## config.mk

```make
export PLATFORM = sky130hd
export DESIGN_NAME = id_ex_stage
export DESIGN_NICKNAME = d
export VERILOG_FILES = /design/src/rtl/cpu_pkg.sv /design/src/rtl/operand_fwd_mux.sv /design/src/rtl/id_ex_stage.sv
export SDC_FILE = /design/constraint.sdc
export NUM_CORES = 1
export LEC_CHECK = 0
export CAP_MARGIN = 10
export CORE_AREA = 8 8 169 171
export DETAILED_ROUTE_END_ITERATION = 7
export DIE_AREA = 0 0 177 179
export PLACE_DENSITY = 0.82
export RECOVER_POWER = 50
export SYNTH_ARGS = -nofsm -noshare
export SYNTH_HDL_FRONTEND = slang
export SYNTH_HIERARCHICAL = 1
export SYNTH_SLANG_ARGS = --single-unit
```

## constraint.sdc

```tcl
create_clock -name clk -period 2.9 [get_ports clk]
set_input_delay 0.435 -clock clk [delete_from_list [all_inputs] [get_ports clk]]
set_output_delay 0.435 -clock clk [all_outputs]
set_load 0.02 [all_outputs]
```

## src/rtl/cpu_pkg.sv

```systemverilog
// Shared CPU constants: datapath widths, control-bundle bit positions and
// the three-state encoding of the ID/EX pipeline register.
package cpu_pkg;
  localparam int XLEN          = 32;
  localparam int CTRL_W        = 16;
  localparam int CTRL_MEMREAD  = 0;
  localparam int CTRL_REGWRITE = 1;

  localparam logic [1:0] ST_EMPTY = 2'd0;  // nothing presented to execute
  localparam logic [1:0] ST_LIVE  = 2'd1;  // first presentation, operands from RF + forwarding
  localparam logic [1:0] ST_HELD  = 2'd2;  // stalled, operands from capture registers
endpackage

```

## src/rtl/operand_fwd_mux.sv

```systemverilog
// Priority operand select for one source register:
// x0 -> 0, then EX/MEM match, then MEM/WB match, then the base value.
module operand_fwd_mux #(
  parameter int XLEN = cpu_pkg::XLEN
) (
  input  logic [4:0]      rs,
  input  logic            exm_we,
  input  logic [4:0]      exm_rd,
  input  logic [XLEN-1:0] exm_data,
  input  logic            wb_we,
  input  logic [4:0]      wb_rd,
  input  logic [XLEN-1:0] wb_data,
  input  logic [XLEN-1:0] base,
  output logic [XLEN-1:0] op
);
  // Youngest producer wins; x0 is hardwired to zero regardless of producers.
  always_comb begin
    op = base;
    if (rs == 5'd0)                     op = '0;
    else if (exm_we && (exm_rd == rs))  op = exm_data;
    else if (wb_we && (wb_rd == rs))    op = wb_data;
  end
endmodule

```

## src/rtl/id_ex_stage.sv

```systemverilog
// ID/EX pipeline register with operand forwarding, load-use bubble
// insertion, stall capture and flush.
module id_ex_stage #(
  parameter int XLEN   = cpu_pkg::XLEN,
  parameter int CTRL_W = cpu_pkg::CTRL_W
) (
  input  logic              clk,
  input  logic              resetn,
  input  logic              id_valid,
  output logic              id_ready,
  input  logic [XLEN-1:0]   id_pc,
  input  logic [XLEN-1:0]   id_imm,
  input  logic [4:0]        id_rs1,
  input  logic [4:0]        id_rs2,
  input  logic [4:0]        id_rd,
  input  logic [CTRL_W-1:0] id_ctrl,
  output logic [4:0]        rf_raddr1,
  output logic [4:0]        rf_raddr2,
  input  logic [XLEN-1:0]   rf_rdata1,
  input  logic [XLEN-1:0]   rf_rdata2,
  input  logic              exm_we,
  input  logic [4:0]        exm_rd,
  input  logic [XLEN-1:0]   exm_data,
  input  logic              wb_we,
  input  logic [4:0]        wb_rd,
  input  logic [XLEN-1:0]   wb_data,
  input  logic              ex_flush,
  output logic              ex_valid,
  input  logic              ex_ready,
  output logic [XLEN-1:0]   ex_pc,
  output logic [XLEN-1:0]   ex_imm,
  output logic [XLEN-1:0]   ex_op1,
  output logic [XLEN-1:0]   ex_op2,
  output logic [4:0]        ex_rd,
  output logic [CTRL_W-1:0] ex_ctrl
);
  import cpu_pkg::*;

  logic [1:0]        state_q, state_d;
  logic [XLEN-1:0]   pc_q, pc_d, imm_q, imm_d;
  logic [XLEN-1:0]   cap1_q, cap1_d, cap2_q, cap2_d;
  logic [4:0]        rd_q, rd_d, rs1_q, rs1_d, rs2_q, rs2_d;
  logic [CTRL_W-1:0] ctrl_q, ctrl_d;
  logic              live, held, hazard, accept, exm_live;
  logic [XLEN-1:0]   base1, base2, fwd1, fwd2;

  // Handshake, hazard detection and operand source selection.
  always_comb begin
    live      = (state_q == ST_LIVE);
    held      = (state_q == ST_HELD);
    rf_raddr1 = id_rs1;
    rf_raddr2 = id_rs2;
    hazard    = (state_q != ST_EMPTY) && ctrl_q[CTRL_MEMREAD] && (rd_q != 5'd0) &&
                id_valid && ((rd_q == id_rs1) || (rd_q == id_rs2));
    id_ready  = ((state_q == ST_EMPTY) || ex_ready) && !hazard && !ex_flush;
    accept    = id_valid && id_ready;
    // While held, the EX/MEM producer has already moved on; only WB can refresh captures.
    exm_live  = exm_we && live;
    base1     = held ? cap1_q : rf_rdata1;
    base2     = held ? cap2_q : rf_rdata2;
  end

  operand_fwd_mux #(.XLEN(XLEN)) u_fwd1 (
    .rs(rs1_q), .exm_we(exm_live), .exm_rd(exm_rd), .exm_data(exm_data),
    .wb_we(wb_we), .wb_rd(wb_rd), .wb_data(wb_data), .base(base1), .op(fwd1));

  operand_fwd_mux #(.XLEN(XLEN)) u_fwd2 (
    .rs(rs2_q), .exm_we(exm_live), .exm_rd(exm_rd), .exm_data(exm_data),
    .wb_we(wb_we), .wb_rd(wb_rd), .wb_data(wb_data), .base(base2), .op(fwd2));

  // Outputs: forwarded operands on first presentation, captured ones afterwards.
  always_comb begin
    ex_valid = (state_q != ST_EMPTY);
    ex_pc    = pc_q;
    ex_imm   = imm_q;
    ex_rd    = rd_q;
    ex_ctrl  = ctrl_q;
    ex_op1   = live ? fwd1 : cap1_q;
    ex_op2   = live ? fwd2 : cap2_q;
  end

  // Next-state: flush dominates, then consume/accept, otherwise stall.
  always_comb begin
    state_d = state_q;
    pc_d    = pc_q;
    imm_d   = imm_q;
    rd_d    = rd_q;
    rs1_d   = rs1_q;
    rs2_d   = rs2_q;
    ctrl_d  = ctrl_q;
    cap1_d  = cap1_q;
    cap2_d  = cap2_q;
    if (ex_flush)                                state_d = ST_EMPTY;
    else if ((state_q == ST_EMPTY) || ex_ready)  state_d = accept ? ST_LIVE : ST_EMPTY;
    else                                         state_d = ST_HELD;
    if (accept) begin
      pc_d   = id_pc;
      imm_d  = id_imm;
      rd_d   = id_rd;
      rs1_d  = id_rs1;
      rs2_d  = id_rs2;
      ctrl_d = id_ctrl;
    end
    // Entering or staying in HELD: snapshot (LIVE) or WB-refresh (HELD) the operands.
    if (!ex_flush && !ex_ready && (state_q != ST_EMPTY)) begin
      cap1_d = fwd1;
      cap2_d = fwd2;
    end
  end

  // Pipeline register state.
  always_ff @(posedge clk or negedge resetn) begin
    if (!resetn) begin
      state_q <= ST_EMPTY;
      pc_q    <= '0;
      imm_q   <= '0;
      rd_q    <= '0;
      rs1_q   <= '0;
      rs2_q   <= '0;
      ctrl_q  <= '0;
      cap1_q  <= '0;
      cap2_q  <= '0;
    end else begin
      state_q <= state_d;
      pc_q    <= pc_d;
      imm_q   <= imm_d;
      rd_q    <= rd_d;
      rs1_q   <= rs1_d;
      rs2_q   <= rs2_d;
      ctrl_q  <= ctrl_d;
      cap1_q  <= cap1_d;
      cap2_q  <= cap2_d;
    end
  end
endmodule

```

**Yosys cells after proc, flatten, opt, wreduce, memory -nomap -nowiden**

Index checks and enable logic that the tools add are counted.

- Flip-flop bits (word level): 161
- Input bits: 240
- Output and inout port bits: 161
- Logic and storage cells: 54

- Eq/ne operators: 8
- Mux-type cells: 13
- Reductions and logical operators: 24

Operators by type and width:

| operator | count |
|---|---|
| 2-to-1 mux 32 bit | 10 |
| equality test 5 bit | 6 |
| logical AND 1 bit | 14 |
| logical NOT 5 bit | 2 |
| nonzero test 5 bit | 1 |
| 2-to-1 mux 2 bit | 2 |
| logical NOT 1 bit | 3 |
| equality test 2 x 1 -> 1 bit (second input constant) | 1 |
| equality test 2 bit (second input constant) | 1 |
| logical NOT 2 bit | 1 |
| logical OR 1 bit | 2 |
| nonzero test 2 bit | 1 |
| 2-to-1 mux 1 bit | 1 |

**Logic depth before layout (Yosys ltp)**

- Word-level depth: 12
- Gate-level depth with buffers: 10
- Mapped depth without buffers: 6

**Hierarchy**

Netlist, hierarchy kept.

By module, submodules not included:

| module | times used | cells each | area each (um2) | sequential area each (um2) |
|---|---|---|---|---|
| id_ex_stage | 1 | 518 | 7724.9 | 4028.9 |
| operand_fwd_mux | 2 | 196 | 1253.7 | 0.0 |

**Least setup slack after synthesis**

No wires, ideal clock.

- Path kind: register to output
- From: reg state_q[1]
- To: out ex_op1[10]
- Data arrival time: 2.404 ns
- Data required time: 2.465 ns
- Setup slack: 0.061 ns
- Stages on the path, launching flop included: 11
- Path buffers: 4
- Cell sequence: dfrtp_1 > nor2b_1 > clkbuf_1 > clkbuf_1 > and2_1 > nand2_1 > or2_1 > clkbuf_1 > buf_6 > a311oi_2 > mux2_2

- Cells in the longest elaborated chain, start to end: 6
- Elaborated cells between the ends (all ways): 9
- Classes of those cells: eq/ne (2); mux (5); reduce/logical (2)

RTL lines:

| element | RTL line | text |
|---|---|---|
| start: declaration | id_ex_stage.sv:39 | `logic [1:0] state_q, state_d;` |
| start signal: assignment | id_ex_stage.sv:124 | `state_q <= state_d;` |
| equality test 2 x 1 -> 1 bit | id_ex_stage.sv:49 | `live = (state_q == ST_LIVE);` |
| logical AND 1 bit | id_ex_stage.sv:58 | `exm_live = exm_we && live;` |
| net exm_live | id_ex_stage.sv:44 | `logic live, held, hazard, accept, exm_live;` |
| logical AND 1 bit | operand_fwd_mux.sv:20 | `else if (exm_we && (exm_rd == rs)) op = exm_data;` |
| 2-to-1 mux 32 bit | operand_fwd_mux.sv:20 |  |
| 2-to-1 mux 32 bit | operand_fwd_mux.sv:19 | `if (rs == 5'd0) op = '0;` |
| net fwd1[10] | id_ex_stage.sv:45 | `logic [XLEN-1:0] base1, base2, fwd1, fwd2;` |
| 2-to-1 mux 32 bit | id_ex_stage.sv:78 | `ex_op1 = live ? fwd1 : cap1_q;` |
| end: declaration | id_ex_stage.sv:32 | `output logic [XLEN-1:0] ex_op1,` |

The timed path passes the listed nets, and every way through them passes these cells.

**Worst setup path after layout**

- From: in exm_rd[0]
- To: out ex_op1[5]

- Cells in the longest elaborated chain, start to end: 5

RTL lines:

| element | RTL line | text |
|---|---|---|
| start: declaration | id_ex_stage.sv:22 | `input logic [4:0] exm_rd,` |
| equality test 5 bit | operand_fwd_mux.sv:20 |  |
| logical AND 1 bit | operand_fwd_mux.sv:20 |  |
| 2-to-1 mux 32 bit | operand_fwd_mux.sv:20 |  |
| 2-to-1 mux 32 bit | operand_fwd_mux.sv:19 |  |
| net fwd1[5] | id_ex_stage.sv:45 |  |
| 2-to-1 mux 32 bit | id_ex_stage.sv:78 |  |

The timed path passes the listed nets, and every way through them passes these cells.

==> impl_metrics.yaml <==
sta:
  fin_skew_ns: 0.0154
  setup_slack_ns: -0.118
  fin_crit_sh_pct: 104
  rsz0062_at_grt: "true"
  max_slew_margin_pct: -26.4
  hold_viol: 0
  final.min_clock_period_ns: 3.02
  fmax_ghz: 0.331
  tightest_slew_ns: 1.90
  setup-violations-final: 53
  maxSlewViolCount: 64
route:
  drt-initial-drc-count: 971
  vias: 10200
  drt-total-wl_microns: 46900
  drc: 0
  wire_per_inst_microns: 27.2
  ant_nets: 0
  first_pass_iters: 5
  via_per_inst: 5.89
logic_synthesis:
  synth_area_per_cell_sq_um: 11.2
  synth_cell_types: 34
  yosysTopAreaCellShare_pct: 39.4
  synth_area_sq_um: 10200
  ys_top_cells_by_area: "dfrtp_1 (39%), mux2_2 (26%), mux2_1 (5.4%)"
  synth-seq-cells: 161
  netlist_instances: 910
  synth_nets: 1150
  synthArstFlopShare_pct: 100
  synth_edf_count: 0
  synthMostInstantiatedCell: "mux2_2"
  yosysWarnings: 6
  synth_commonest_cells: "mux2_2 (237), dfrtp_1 (161), nor3_1 (64), o21ai_0 (62), clkbuf_1 (60)"
  seq_area_frac_synth_pct: 39.4
  synth_flop_cell: "dfrtp_1"
  synth_top_cell_by_area: "dfrtp_1"
cts:
  path_clk_slew_ns: 0.07
  clk_latency_ns: 0.44
  clock-root-buffer: "clkbuf_16"
  cts.sinks: 161
  cts_tree: "done"
  postCtsHoldBufs: 0
  cts_buffer_depth: 2
  htree_num_levels: 4
  cts_buffers: 17
critical_path:
  cp.required_ns: 2.47
  crit_path_start: "exm_rd[0]"
  end_kind: "output pin"
  path_class: "primary input to output pin"
  crit_top_cell: "buf_6"
  critPathMaxStageDelay_ns: 0.54
  endpoint: "ex_op1[5]"
  worstRegToRegCells: 5
  start_kind: "primary input"
  cp.arrival_ns: 2.58
  rrSetupSlack_ns: 0.43
  critical_path_peak_fanout: 15
  worstPathCellList: "clkdlybuf4s50_1, xnor2_1, nand4_1, buf_6, buf_6, buf_4, nor3_2, a311oi_2, mux2_2, buf_6"
  regToRegEndpoint: "ex_imm[8]$_DFFE_PN0P_"
  crit_slowest_cell: "clkdlybuf4s50_1"
  r2r-start: "ex_rd[0]$_DFFE_PN0P_"
power_and_ir_drop:
  switching_share_pct: 37.2
  comb_power_share_pct: 46.4
  seq_power_share_pct: 30.9
  power.leakage_nw: 6.78
  internal_power_mw: 6.52
  vdd_drop_max_mv: 0.443
  clkPwrFrac_pct: 22.7
  switchingPower_mw: 3.85
  powerDensity_nw_per_um2: 594
  power_mw: 10.4
global_route:
  antenna_found_initial: 12
  grt_pass1_wl_microns: 66500
  grtUsageTotal_pct: 27.7
  overflow: 0
  grt_start_max_net_pins: 65
  grt_pass1_vias: 10900
finish:
  layout-drive-gt1-share_pct: 45.7
  utilization_pct: 67.8
  fin_area_sq_um: 17500
  finalNetCount: 1608
  areaGrowthSynthToFinish_pct: 70.6
floorplan:
  die_h_microns: 179
  die_area_sq_um: 31700
  rows: 59
  pin_count: 401
  initial_utilization_pct: 39.7
  coreArea_sq_um: 25800
  die_w_microns: 177
status:
  violations: "capacitance limit, slew limit, setup timing"
  status: "finished with violations"
worst_hold_path:
  hold_class: "flip-flop to flip-flop"
place:
  dp_hpwl_microns: 32100
  dpl_cell_area_sq_um: 15300
  post-place-ws_ns: -0.589
  gp_congestion: 0.911
  port_buffers: 400
job:
  drv_cap: 1
-- what timing repair did --
item	4_1_cts	5_1_grt
cloned	7	4
setup buffers	26	16
resized for setup	372	207
pin swaps	9	53
endpoints found under the setup margin	65	64
-- routing by layer --
metal	track usage [%]	wire, microns	part of all wire, %
met1	30.1	16700	36
met2	47.8	23700	51
met3	8.99	4610	9.8
met4	14.1	1870	4.0
met5	0	25	0.053
-- cell type report --
type,instances,area [sq um]
diodes,10,25.0
clock buffers,18,439
clock inverters,14,163
fillers,1840,8310
multi-input cells,644,6620
flip-flops and latches,161,4040
well taps,335,419
repair buffers,544,5750
-- cells in the final DEF (no fill, tap or decap), types with 6 or more instances in the layout --
cell / synthesis / final
mux2_1: 49 / 49
nor3_4: 0 / 10
mux2_2: 237 / 208
mux2_4: 0 / 29
nand4_1: 32 / 32
o21ai_2: 0 / 17
buf_2: 18 / 12
a311oi_2: 20 / 17
nor3_1: 64 / 23
o21ai_1: 2 / 24
o22a_1: 36 / 36
dlygate4sd3_1: 0 / 46
clkdlybuf4s50_1: 0 / 282
nand2_1: 9 / 6
diode_2: 0 / 10
buf_6: 8 / 68
dfrtp_1: 161 / 153
xnor2_2: 2 / 8
dfrtp_2: 0 / 8
o21ai_0: 62 / 22
nand3_1: 38 / 37
buf_4: 14 / 76
nor3_2: 0 / 31
a311oi_4: 0 / 11
a211oi_2: 0 / 33
xnor2_1: 28 / 20
clkbuf_16: 0 / 21
buf_12: 0 / 35
-- kinds of logic after synthesis --
family          after synthesis  share of synthesized area (%)
mux                         287                           31.6
compound gates              169                           13.0
flops                       161                           39.4
simple gates                158                           8.19
buf+inv                     105                           5.17
xor+xnor                     30                           2.71
-- sequential cells by signal, indices dropped and copies added, names as in the netlist --
| name | count |
|---|---|
| state_q | 2 |
| rs1_q | 5 |
| cap1_q | 32 |
| cap2_q | 32 |
| ex_pc | 32 |
| ex_imm | 32 |
| rs2_q | 5 |
| ex_rd | 5 |
| ex_ctrl | 16 |
-- per-stage QoR --
stage,cells,TNS (ns),hold WS [ns]
6_report,1726,-2.80,0.480
5_1_grt,1726,-8.14,0.507
4_1_cts,1701,-3.33,0.0437
3_5_place_dp,1638,-28.43,0.476
3_3_place_gp,1638,-25.93,0.466
2_1_floorplan,910,0,0.139
-- power groups by stage --
stage	sequential [mW]	combinational (mW)	clock, mW
6_report	3.20	4.81	2.36
5_1_grt	3.28	5.03	2.49
4_1_cts	3.19	4.43	2.40
3_5_place_dp	3.23	4.27	0
3_3_place_gp	3.17	4.21	0
2_1_floorplan	3.38	1.86	0
-- worst min path at each step --
stage,startpoint,end,slack [ns],cells past startpoint
final,ex_imm[17]$_DFFE_PN0P_,ex_imm[17]$_DFFE_PN0P_,0.48,1
after global routing,ex_imm[10]$_DFFE_PN0P_,ex_imm[10]$_DFFE_PN0P_,0.51,1
after CTS,resetn,cap1_q[17]$_DFFE_PN0P_,0.04,1
after detailed placement,ex_ctrl[13]$_DFFE_PN0P_,ex_ctrl[13]$_DFFE_PN0P_,0.48,1
after global placement,ex_imm[3]$_DFFE_PN0P_,ex_imm[3]$_DFFE_PN0P_,0.47,1
after floorplan,resetn,cap1_q[0]$_DFFE_PN0P_,0.14,0
-- worst max-delay path, delay by kind of cell --
kind	cells	cell delay, ns
mux	1	0.29
simple gates	2	0.42
buf+inv	5	1.17
compound gates	1	0.10
xor+xnor	1	0.16
(Power assumes the default switching activity.)
